[src/rtl/reset_flow_pkg.sv]
// Types and constants shared by the reset request generator and the
// downstream staggered release stage.
package reset_flow_pkg;

  typedef enum logic [1:0] {
    IDLE         = 2'd0,
    HOLD         = 2'd1,
    PULSE        = 2'd2,
    WAIT_RELEASE = 2'd3
  } rst_state_e;

  // Downstream only recognises the all-ones pattern as a request.
  localparam logic [2:0] RST_REQ_ALL  = 3'b111;
  localparam logic [2:0] RST_REQ_NONE = 3'b000;

endpackage

[src/rtl/key_debouncer.sv]
// Two-flop synchronizer plus stable-count debouncer for an active-low key.
// Emits the debounced level and one-cycle press/release strobes.
module key_debouncer #(
  parameter int unsigned DEBOUNCE_CYCLES = 1_000_000,
  parameter int unsigned CNT_W           = 32
) (
  input  logic clock,
  input  logic reset_n,
  input  logic key_n,
  output logic level,
  output logic press_evt,
  output logic release_evt
);

  localparam logic [CNT_W-1:0] DEB_LAST = CNT_W'(DEBOUNCE_CYCLES - 1);
  localparam logic [CNT_W-1:0] CNT_ONE  = CNT_W'(1);

  logic             r_sync1;
  logic             r_sync2;
  logic             r_level;
  logic             r_press_evt;
  logic             r_release_evt;
  logic [CNT_W-1:0] r_cnt;
  logic             w_differ;
  logic             w_flip;

  assign w_differ = (r_sync2 != r_level);
  assign w_flip   = w_differ && (r_cnt == DEB_LAST);

  always_ff @(posedge clock or negedge reset_n) begin
    if (!reset_n) begin
      r_sync1       <= 1'b1;
      r_sync2       <= 1'b1;
      r_level       <= 1'b1;
      r_press_evt   <= 1'b0;
      r_release_evt <= 1'b0;
      r_cnt         <= '0;
    end else begin
      r_sync1       <= key_n;
      r_sync2       <= r_sync1;
      // Strobes line up with the cycle in which the new level is visible.
      r_press_evt   <= w_flip && !r_sync2;
      r_release_evt <= w_flip && r_sync2;
      if (w_flip) begin
        r_level <= r_sync2;
      end
      if (!w_differ || w_flip) begin
        r_cnt <= '0;
      end else begin
        r_cnt <= r_cnt + CNT_ONE;
      end
    end
  end

  assign level       = r_level;
  assign press_evt   = r_press_evt;
  assign release_evt = r_release_evt;

endmodule

[src/rtl/reset_request_gen.sv]
// Turns a debounced long key press or a game_over pulse into an all-or-nothing
// 3-bit reset request pulse; also fires one request after power-on reset.
//
// state        | meaning
// IDLE         | no request, waiting for game_over or a debounced press
// HOLD         | key pressed, timing the hold before requesting a reset
// PULSE        | reset_req = 111 for PULSE_CYCLES clocks
// WAIT_RELEASE | request done, key still held; blocks auto-repeat
module reset_request_gen
  import reset_flow_pkg::*;
#(
  parameter int unsigned DEBOUNCE_CYCLES = 1_000_000,
  parameter int unsigned HOLD_CYCLES     = 50_000_000,
  parameter int unsigned PULSE_CYCLES    = 16,
  parameter int unsigned CNT_W           = 32
) (
  input  logic       clock,
  input  logic       reset_n,
  input  logic       key_n,
  input  logic       game_over,
  output logic [2:0] reset_req,
  output logic       busy
);

  // The press_evt cycle is the first hold cycle and HOLD is entered one clock
  // later, so HOLD terminates one count early to land the rise exactly
  // HOLD_CYCLES after press_evt.
  localparam logic [CNT_W-1:0] HOLD_LAST  =
    CNT_W'((HOLD_CYCLES >= 2) ? (HOLD_CYCLES - 2) : 0);
  localparam logic [CNT_W-1:0] PULSE_LAST = CNT_W'(PULSE_CYCLES - 1);
  localparam logic [CNT_W-1:0] CNT_ONE    = CNT_W'(1);

  logic             w_level;
  logic             w_press_evt;
  logic             w_release_evt;

  rst_state_e       r_state;
  logic [CNT_W-1:0] r_cnt;
  logic [2:0]       r_req;
  logic             r_busy;

  key_debouncer #(
    .DEBOUNCE_CYCLES (DEBOUNCE_CYCLES),
    .CNT_W           (CNT_W)
  ) u_key_debouncer (
    .clock       (clock),
    .reset_n     (reset_n),
    .key_n       (key_n),
    .level       (w_level),
    .press_evt   (w_press_evt),
    .release_evt (w_release_evt)
  );

  always_ff @(posedge clock or negedge reset_n) begin
    if (!reset_n) begin
      r_state <= PULSE;
      r_cnt   <= '0;
      r_req   <= RST_REQ_ALL;
      r_busy  <= 1'b1;
    end else begin
      case (r_state)
        IDLE: begin
          if (game_over) begin
            r_state <= PULSE;
            r_cnt   <= '0;
            r_req   <= RST_REQ_ALL;
            r_busy  <= 1'b1;
          end else if (w_press_evt) begin
            r_state <= HOLD;
            r_cnt   <= '0;
            r_busy  <= 1'b1;
          end
        end
        HOLD: begin
          if (w_release_evt) begin
            r_state <= IDLE;
            r_cnt   <= '0;
            r_busy  <= 1'b0;
          end else if (r_cnt == HOLD_LAST) begin
            r_state <= PULSE;
            r_cnt   <= '0;
            r_req   <= RST_REQ_ALL;
          end else begin
            r_cnt <= r_cnt + CNT_ONE;
          end
        end
        PULSE: begin
          if (r_cnt == PULSE_LAST) begin
            r_cnt <= '0;
            r_req <= RST_REQ_NONE;
            if (!w_level) begin
              r_state <= WAIT_RELEASE;
            end else begin
              r_state <= IDLE;
              r_busy  <= 1'b0;
            end
          end else begin
            r_cnt <= r_cnt + CNT_ONE;
          end
        end
        WAIT_RELEASE: begin
          if (w_release_evt) begin
            r_state <= IDLE;
            r_cnt   <= '0;
            r_busy  <= 1'b0;
          end
        end
        default: begin
          r_state <= IDLE;
          r_cnt   <= '0;
          r_req   <= RST_REQ_NONE;
          r_busy  <= 1'b0;
        end
      endcase
    end
  end

  assign reset_req = r_req;
  assign busy      = r_busy;

endmodule

[config.mk]
export PLATFORM = sky130hd
export DESIGN_NAME = reset_request_gen
export DESIGN_NICKNAME = d
export VERILOG_FILES = /design/src/rtl/reset_flow_pkg.sv /design/src/rtl/key_debouncer.sv /design/src/rtl/reset_request_gen.sv
export SDC_FILE = /design/constraint.sdc
export NUM_CORES = 1
export LEC_CHECK = 0
export ABC_AREA = 1
export BUFFER_PORTS_ARGS = -buffer_cell sky130_fd_sc_hd__buf_2
export CAP_MARGIN = 10
export CORE_MARGIN = 10
export CORE_UTILIZATION = 52
export DETAILED_ROUTE_END_ITERATION = 6
export GPL_TIMING_DRIVEN = 0
export PLACE_DENSITY_LB_ADDON = 0.3
export SLEW_MARGIN = 25
export SYNTH_ARGS = -nofsm -noshare
export SYNTH_HDL_FRONTEND = slang
export SYNTH_SLANG_ARGS = --single-unit
[constraint.sdc]
create_clock -name clock -period 2.5 [get_ports clock]
set_input_delay 0.25 -clock clock [delete_from_list [all_inputs] [get_ports clock]]
set_output_delay 0.25 -clock clock [all_outputs]
set_load 0.05 [all_outputs]
# Yosys cells after proc, flatten, opt, wreduce, memory -nomap -nowiden
# Index checks and enable logic that the tools add are counted.
[classes] n_addsub=2 eq_ne=16 muxes=27 n_reduce_logical=13
[ops] op="$mux 32" count=7
[ops] op="$pmux 32 s4" count=1
[ops] op="$add 32x1->32 const B" count=2
[ops] op="$eq 32x20->1 const B" count=1
[ops] op="$eq 32x26->1 const B" count=1
[ops] op="$eq 32x4->1 const B" count=1
[ops] op="$mux 2" count=7
[ops] op="$mux 3" count=4
[ops] op="$pmux 3 s3" count=1
[ops] op="$ne 2x2->1 const B" count=4
[ops] op="$pmux 2 s4" count=1
[ops] op="$reduce_and 4->1" count=2
[ops] op="$ne 2x1->1 const B" count=3
[ops] op="$ne 3x2->1 const B" count=2
[ops] op="$mux 1" count=5
[ops] op="$reduce_and 5->1" count=1
[ops] op="$eq 2x2->1 const B" count=2
[ops] op="$logic_and 1x1->1" count=3
[ops] op="$pmux 1 s3" count=1
[ops] op="$reduce_bool 3->1" count=1
[ops] op="$eq 2x1->1 const B" count=1
[ops] op="$logic_not 1->1" count=2
[ops] op="$logic_not 2->1" count=1
[ops] op="$reduce_and 2->1" count=1
[ops] op="3 further kinds" count=3
[totals] ff_bits=75 input_bits=4 output_inout_bits=4 word_cells=68

# Logic depth before layout (Yosys ltp)
[depth] word_depth=4 ltp_mapped=12 mapped_depth_nobuf=12

# Modules after synthesis
# From an unflattened synthesis, not the netlist that was laid out.
[unflattened] cells_unflattened=719 hier_area_um2=4877.2
[modules_own_cells] module="reset_request_gen" instances=1 cells_each=379 area_each_um2=2626.3 seq_area_each_um2=904.6
[modules_own_cells] module="key_debouncer" instances=1 cells_each=340 area_each_um2=2250.9 seq_area_each_um2=929.6

# Least setup slack after synthesis
# No wires, ideal clock.
[synth_path] path_type="register to register" startpoint="register r_state[1]" endpoint="register r_cnt[10]" setup_time_ns=0.133 arrival_ns=1.649 required_time_ns=2.367 slack_ns=0.718 stages_incl_launch_ff=11 n_path_buf=2 synth_period_minus_slack_ns=1.782 cell_sequence="dfstp_2 -> inv_1 -> ha_1 -> inv_1 -> nor2_1 -> nand2_1 -> nand2_1 -> inv_1 -> buf_2 -> clkbuf_1 -> a21oi_1"
[synth_between] elab_chain_len=3 elab_cells_between_ends=8 cone_classes="eq/ne: 5; mux: 1; reduce/logical: 2"
[synth_lines] item="start: declaration" line_no="reset_request_gen.sv:37" text="rst_state_e r_state;"
[synth_lines] item="start signal: assignment" line_no="reset_request_gen.sv:56" text="r_state <= PULSE;"
[synth_lines] item="start signal: assignment" line_no="reset_request_gen.sv:64" text="r_state <= PULSE;"
[synth_lines] item="start signal: assignment" line_no="reset_request_gen.sv:69" text="r_state <= HOLD;"
[synth_lines] item="$eq 2x2->1 / $logic_not 2->1 (equally long branches)" line_no="reset_request_gen.sv:61" text="case (r_state)"
[synth_lines] item="$ne 2x1->1 (no source line) / $ne 3x2->1 (equally long branches)"
[synth_lines] item="$reduce_and 2->1 (no source line)"
[synth_lines] item="end signal: assignment" line_no="reset_request_gen.sv:84" text="r_cnt <= r_cnt + CNT_ONE;"
[synth_lines] item="end signal: assignment" line_no="reset_request_gen.sv:98" text="r_cnt <= r_cnt + CNT_ONE;"
[synth_lines] item="end: declaration" line_no="reset_request_gen.sv:38" text="logic [CNT_W-1:0] r_cnt;"
# Several ways; a longest one is shown, not always the timed one.
# A chain may end at the register's enable or synchronous reset.

# Worst setup path after layout
# Ends and elaborated chain as after synthesis.

==> impl_summary.md <==
Outcome
The run finished with clean final reports.

Place
At the end of routability-driven placement, the weighted congestion stood at 0.956. Detailed placement ended at an HPWL of 8170 um. The placement-stage worst setup slack is 0.293 ns. Input and output buffers added on the ports amount to 7.

Setup path
The cell with the biggest individual delay on the critical path is sky130_fd_sc_hd__dfstp_2. The arrival time at the worst endpoint is 2.42 ns. The critical-path maximum fanout is 10.

On the critical path the largest part of the delay comes from buffers and inverters. The kind of critical path is reg2reg. The cell that appears most often on the critical path is sky130_fd_sc_hd__inv_1. The endpoint required time on the critical path is 2.73 ns. STA classifies the critical path endpoint as a flop. The critical path goes through inv_1 > ha_1 > inv_1 > nor2_1 > nand2_1 > nand2_1 > inv_1 > buf_2 > clkbuf_1 > a21oi_1.

The worst setup path is launched from a flop. The largest single stage delay on the critical path is 0.57 ns. The critical path contains buffers and inverters numbering 5 combined.

Clocking
Clock-pin slew was measured on the worst setup and hold paths at 0.08 ns. The depth of the CTS H-tree is 3. The TritonCTS clock tree is built. Clock tree synthesis inserted a total of 9 buffers. The clock latency on the worst-skew pair is 0.35 ns. The number of buffers on the longest clock path is 2. The buffer type at the clock tree root is sky130_fd_sc_hd__clkbuf_8.

The clock sink count is 73.

Final layout
Relative to the synthesized area, the layout overhead comes to 9.39%. The layout cell share with drive strength beyond 1 is 0.111. In the final design database the tool counted 664 nets. Leaving out fill and tap cells, the most frequent cells in the layout are sky130_fd_sc_hd__nand2_1 (163), sky130_fd_sc_hd__nor2_1 (123), sky130_fd_sc_hd__dfrtp_1 (67).

The library cell used most frequently in the layout, excluding fill and tap cells, is sky130_fd_sc_hd__nand2_1. The diode insertion count for antenna repair is 0. Fill cells in the final layout number 832.

Synthesis
The number of nets produced by synthesis is 643. Yosys printed 0 warnings. For this run, the register share of the synthesized area comes to 0.400. The number of synthesized register bits is 73. A synthesized cell averages 7.27 um2. The netlist uses 35 different library cells. Counting every instance in the synthesized netlist gives 631. The post-synthesis cell area is 4580 um2.

STA
For the pin with the worst max-slew slack, the measured transition is 0.449 ns. In the final timing run, aggregate negative setup slack is 0 ns. The max-slew violation count is 0. Static timing analysis puts the maximum clock frequency at 0.457 GHz. The final cycle utilization of the critical path is 0.876. The final number of hold-violating endpoints is 0. The time the final worst path needs with I/O delays and setup is 2.19 ns. Headroom to the max-slew limit came out at 0.698.

Setup repair after global routing left no endpoint under its margin. Setup slack on the critical path of the routed design comes to 0.311 ns. Setup violations remaining at the end of the flow were counted as 0. Across the routed clock network, the largest skew measured is 0.00944 ns.

Floorplan
The full die area is 13,000 um2. The die height is 114 um. Measured along the x axis, the die boundary spans 114 um.

The area of the core region is 8640 um2. For this configuration, the core starts out at a cell density of 0.531. The count of pins on the block boundary is 8. After floorplanning, the core was divided into 34 placement rows.

GRT
The overall track demand over capacity in global routing is 0.170. The largest net degree at the start of global routing is 55. The remaining global-route overflow is 0. The first-pass GRT wire length is 18,100 um.

The number of global-route vias before repair is 4,013. The initial antenna violation count is 0.

Route
The total number of vias is 4,100. The detail route stage leaves a number of antenna-violating nets equal to 0. After the first detailed-routing iteration, the DRC count stood at 307.

The detailed-router iteration count before antenna repair is 5. Using the TritonRoute via totals, the vias-per-cell ratio works out to 5.36. After detailed routing, the number of remaining DRC violations is 0.

After detailed routing, the average wire length per cell comes to 13.8 um. The final layout contains routed wiring with a total length of 10,600 um.

Pwr
Across the VDD grid, the largest voltage drop is 0.000291 V. The reported leakage power is 2.12 nW. The cell area power density is 664 nW/um2.

Run
The tool flagged a number of max-cap violations equal to 0.

Hold path
The min-delay analysis places its worst path in the category in2reg.
state kept, by name (all words and copies together) (netlist names):
signal	count
busy	1
u_key_debouncer.release_evt	1
u_key_debouncer.r_sync1	1
u_key_debouncer.r_cnt	32
u_key_debouncer.press_evt	1
r_cnt	32
u_key_debouncer.r_sync2	1
r_state	2
u_key_debouncer.level	1
reset_req	1
metrics by stage:
step           instance area (um2)  total power, mW  hold WS [ns]   util  std cells
2_1_floorplan                 4580             2.10       -0.0456      -        631
3_3_place_gp                  4750             2.35         0.348  0.551        746
3_5_place_dp                  4780             2.39         0.161  0.554        747
4_1_cts                       5010             3.37         0.256  0.581        765
5_1_grt                       5010             3.55         0.306  0.581        765
6_report                      5010             3.33         0.260  0.581        765
cells in the mapped netlist:
cell	number	area, um2
sky130_fd_sc_hd__xnor2_1	13	114
sky130_fd_sc_hd__nor2_1	123	462
sky130_fd_sc_hd__nand2_1	163	612
sky130_fd_sc_hd__nor2_4	3	33.8
sky130_fd_sc_hd__and3_1	1	6.26
sky130_fd_sc_hd__a21oi_1	18	90.1
sky130_fd_sc_hd__nor3_2	3	30.0
sky130_fd_sc_hd__nand4_1	14	87.6
sky130_fd_sc_hd__nand2_4	2	22.5
sky130_fd_sc_hd__o21ai_4	1	16.3
sky130_fd_sc_hd__nand3_1	30	150
sky130_fd_sc_hd__o21ai_0	17	85.1
sky130_fd_sc_hd__xor2_1	28	245
sky130_fd_sc_hd__o21ai_2	2	17.5
sky130_fd_sc_hd__or2_2	2	12.5
sky130_fd_sc_hd__nand2_2	3	18.8
sky130_fd_sc_hd__a21o_1	2	15.0
sky130_fd_sc_hd__nand3b_1	3	22.5
sky130_fd_sc_hd__nand3_2	6	60.1
sky130_fd_sc_hd__nor4_1	4	25.0
sky130_fd_sc_hd__buf_2	3	15.0
sky130_fd_sc_hd__buf_4	5	37.5
sky130_fd_sc_hd__buf_6	3	33.8
sky130_fd_sc_hd__clkbuf_1	2	7.51
sky130_fd_sc_hd__ha_1	8	100
sky130_fd_sc_hd__inv_2	3	11.3
sky130_fd_sc_hd__a211oi_1	1	7.51
sky130_fd_sc_hd__dfstp_2	6	158
sky130_fd_sc_hd__inv_1	62	233
sky130_fd_sc_hd__nor2_2	7	43.8
sky130_fd_sc_hd__a31oi_1	3	18.8
sky130_fd_sc_hd__o21ai_1	6	30.0
sky130_fd_sc_hd__dfrtp_1	67	1680
sky130_fd_sc_hd__o22ai_1	1	6.26
sky130_fd_sc_hd__nor3_1	16	80.1
repair_timing:
item,CTS,global route
resized for setup,0,0
buffers inserted,0,0
hold buffers,2,0
hold endpoints to repair,19,0
power by group:
group	total (mW)	switching (mW)	internal, mW
sequential	1.29	0.0448	1.25
clock	0.977	0.479	0.499
combinational	1.06	0.739	0.324
tightest hold or removal path, cell delays in order:
cell	delay [ns]
sky130_fd_sc_hd__buf_2	0.10
sky130_fd_sc_hd__inv_1	0.06
sky130_fd_sc_hd__o21ai_0	0.08
sky130_fd_sc_hd__nand2_1	0.06
sky130_fd_sc_hd__nand2_1	0.05
layer usage:
| layer | track usage | vias up | part of all wire |
|---|---|---|---|
| met1 | 0.192 | 1936 | 0.42 |
| li1 | - | 2044 | - |
| met3 | 0.0394 | 31 | 0.038 |
| met5 | 0 | - | 0 |
| met4 | 0.0777 | 0 | 0.035 |
| met2 | 0.297 | 89 | 0.51 |
cell families (layout without fill, tap and decap cells):
logic type / Yosys count / in the layout / share of synthesized area
fa+ha+maj: 8 / 8 / 0.0218
buf+inv: 78 / 104 / 0.0737
flops: 73 / 73 / 0.400
xor+xnor: 41 / 41 / 0.0783
compound gates: 51 / 51 / 0.0625
simple gates: 380 / 380 / 0.364
path summary, 6_finish.rpt:
kind,cells after the start,slack (ns),to,from
setup / recovery,10,0.31,r_cnt[10]$_DFFE_PN0P_,r_state[1]$_DFFE_PN1P_
hold / removal,5,0.26,r_state[1]$_DFFE_PN1P_,game_over
hold reg to reg,0,0.36,u_key_debouncer.r_sync2$_DFF_PN1_,u_key_debouncer.r_sync1$_DFF_PN1_
max in group asynchronous,3,1.58,busy$_DFFE_PN1P_,reset_n
setup reg to reg,10,0.31,r_cnt[10]$_DFFE_PN0P_,r_state[1]$_DFFE_PN1P_
min in group asynchronous,2,0.32,r_cnt[14]$_DFFE_PN0P_,reset_n
layout make-up:
cell class                 count  area [um2]  area share
multi-input combinational    480        2410       0.481
inverter                      65         244      0.0487
tap                          108         135      0.0269
timing repair buffer          10        85.1      0.0170
clock buffer                  10         138      0.0274
clock inverter                 6        72.6      0.0145
sequential                    73        1830       0.366
buffer                        13        93.8      0.0187
Power figures use the tool's default switching activity.
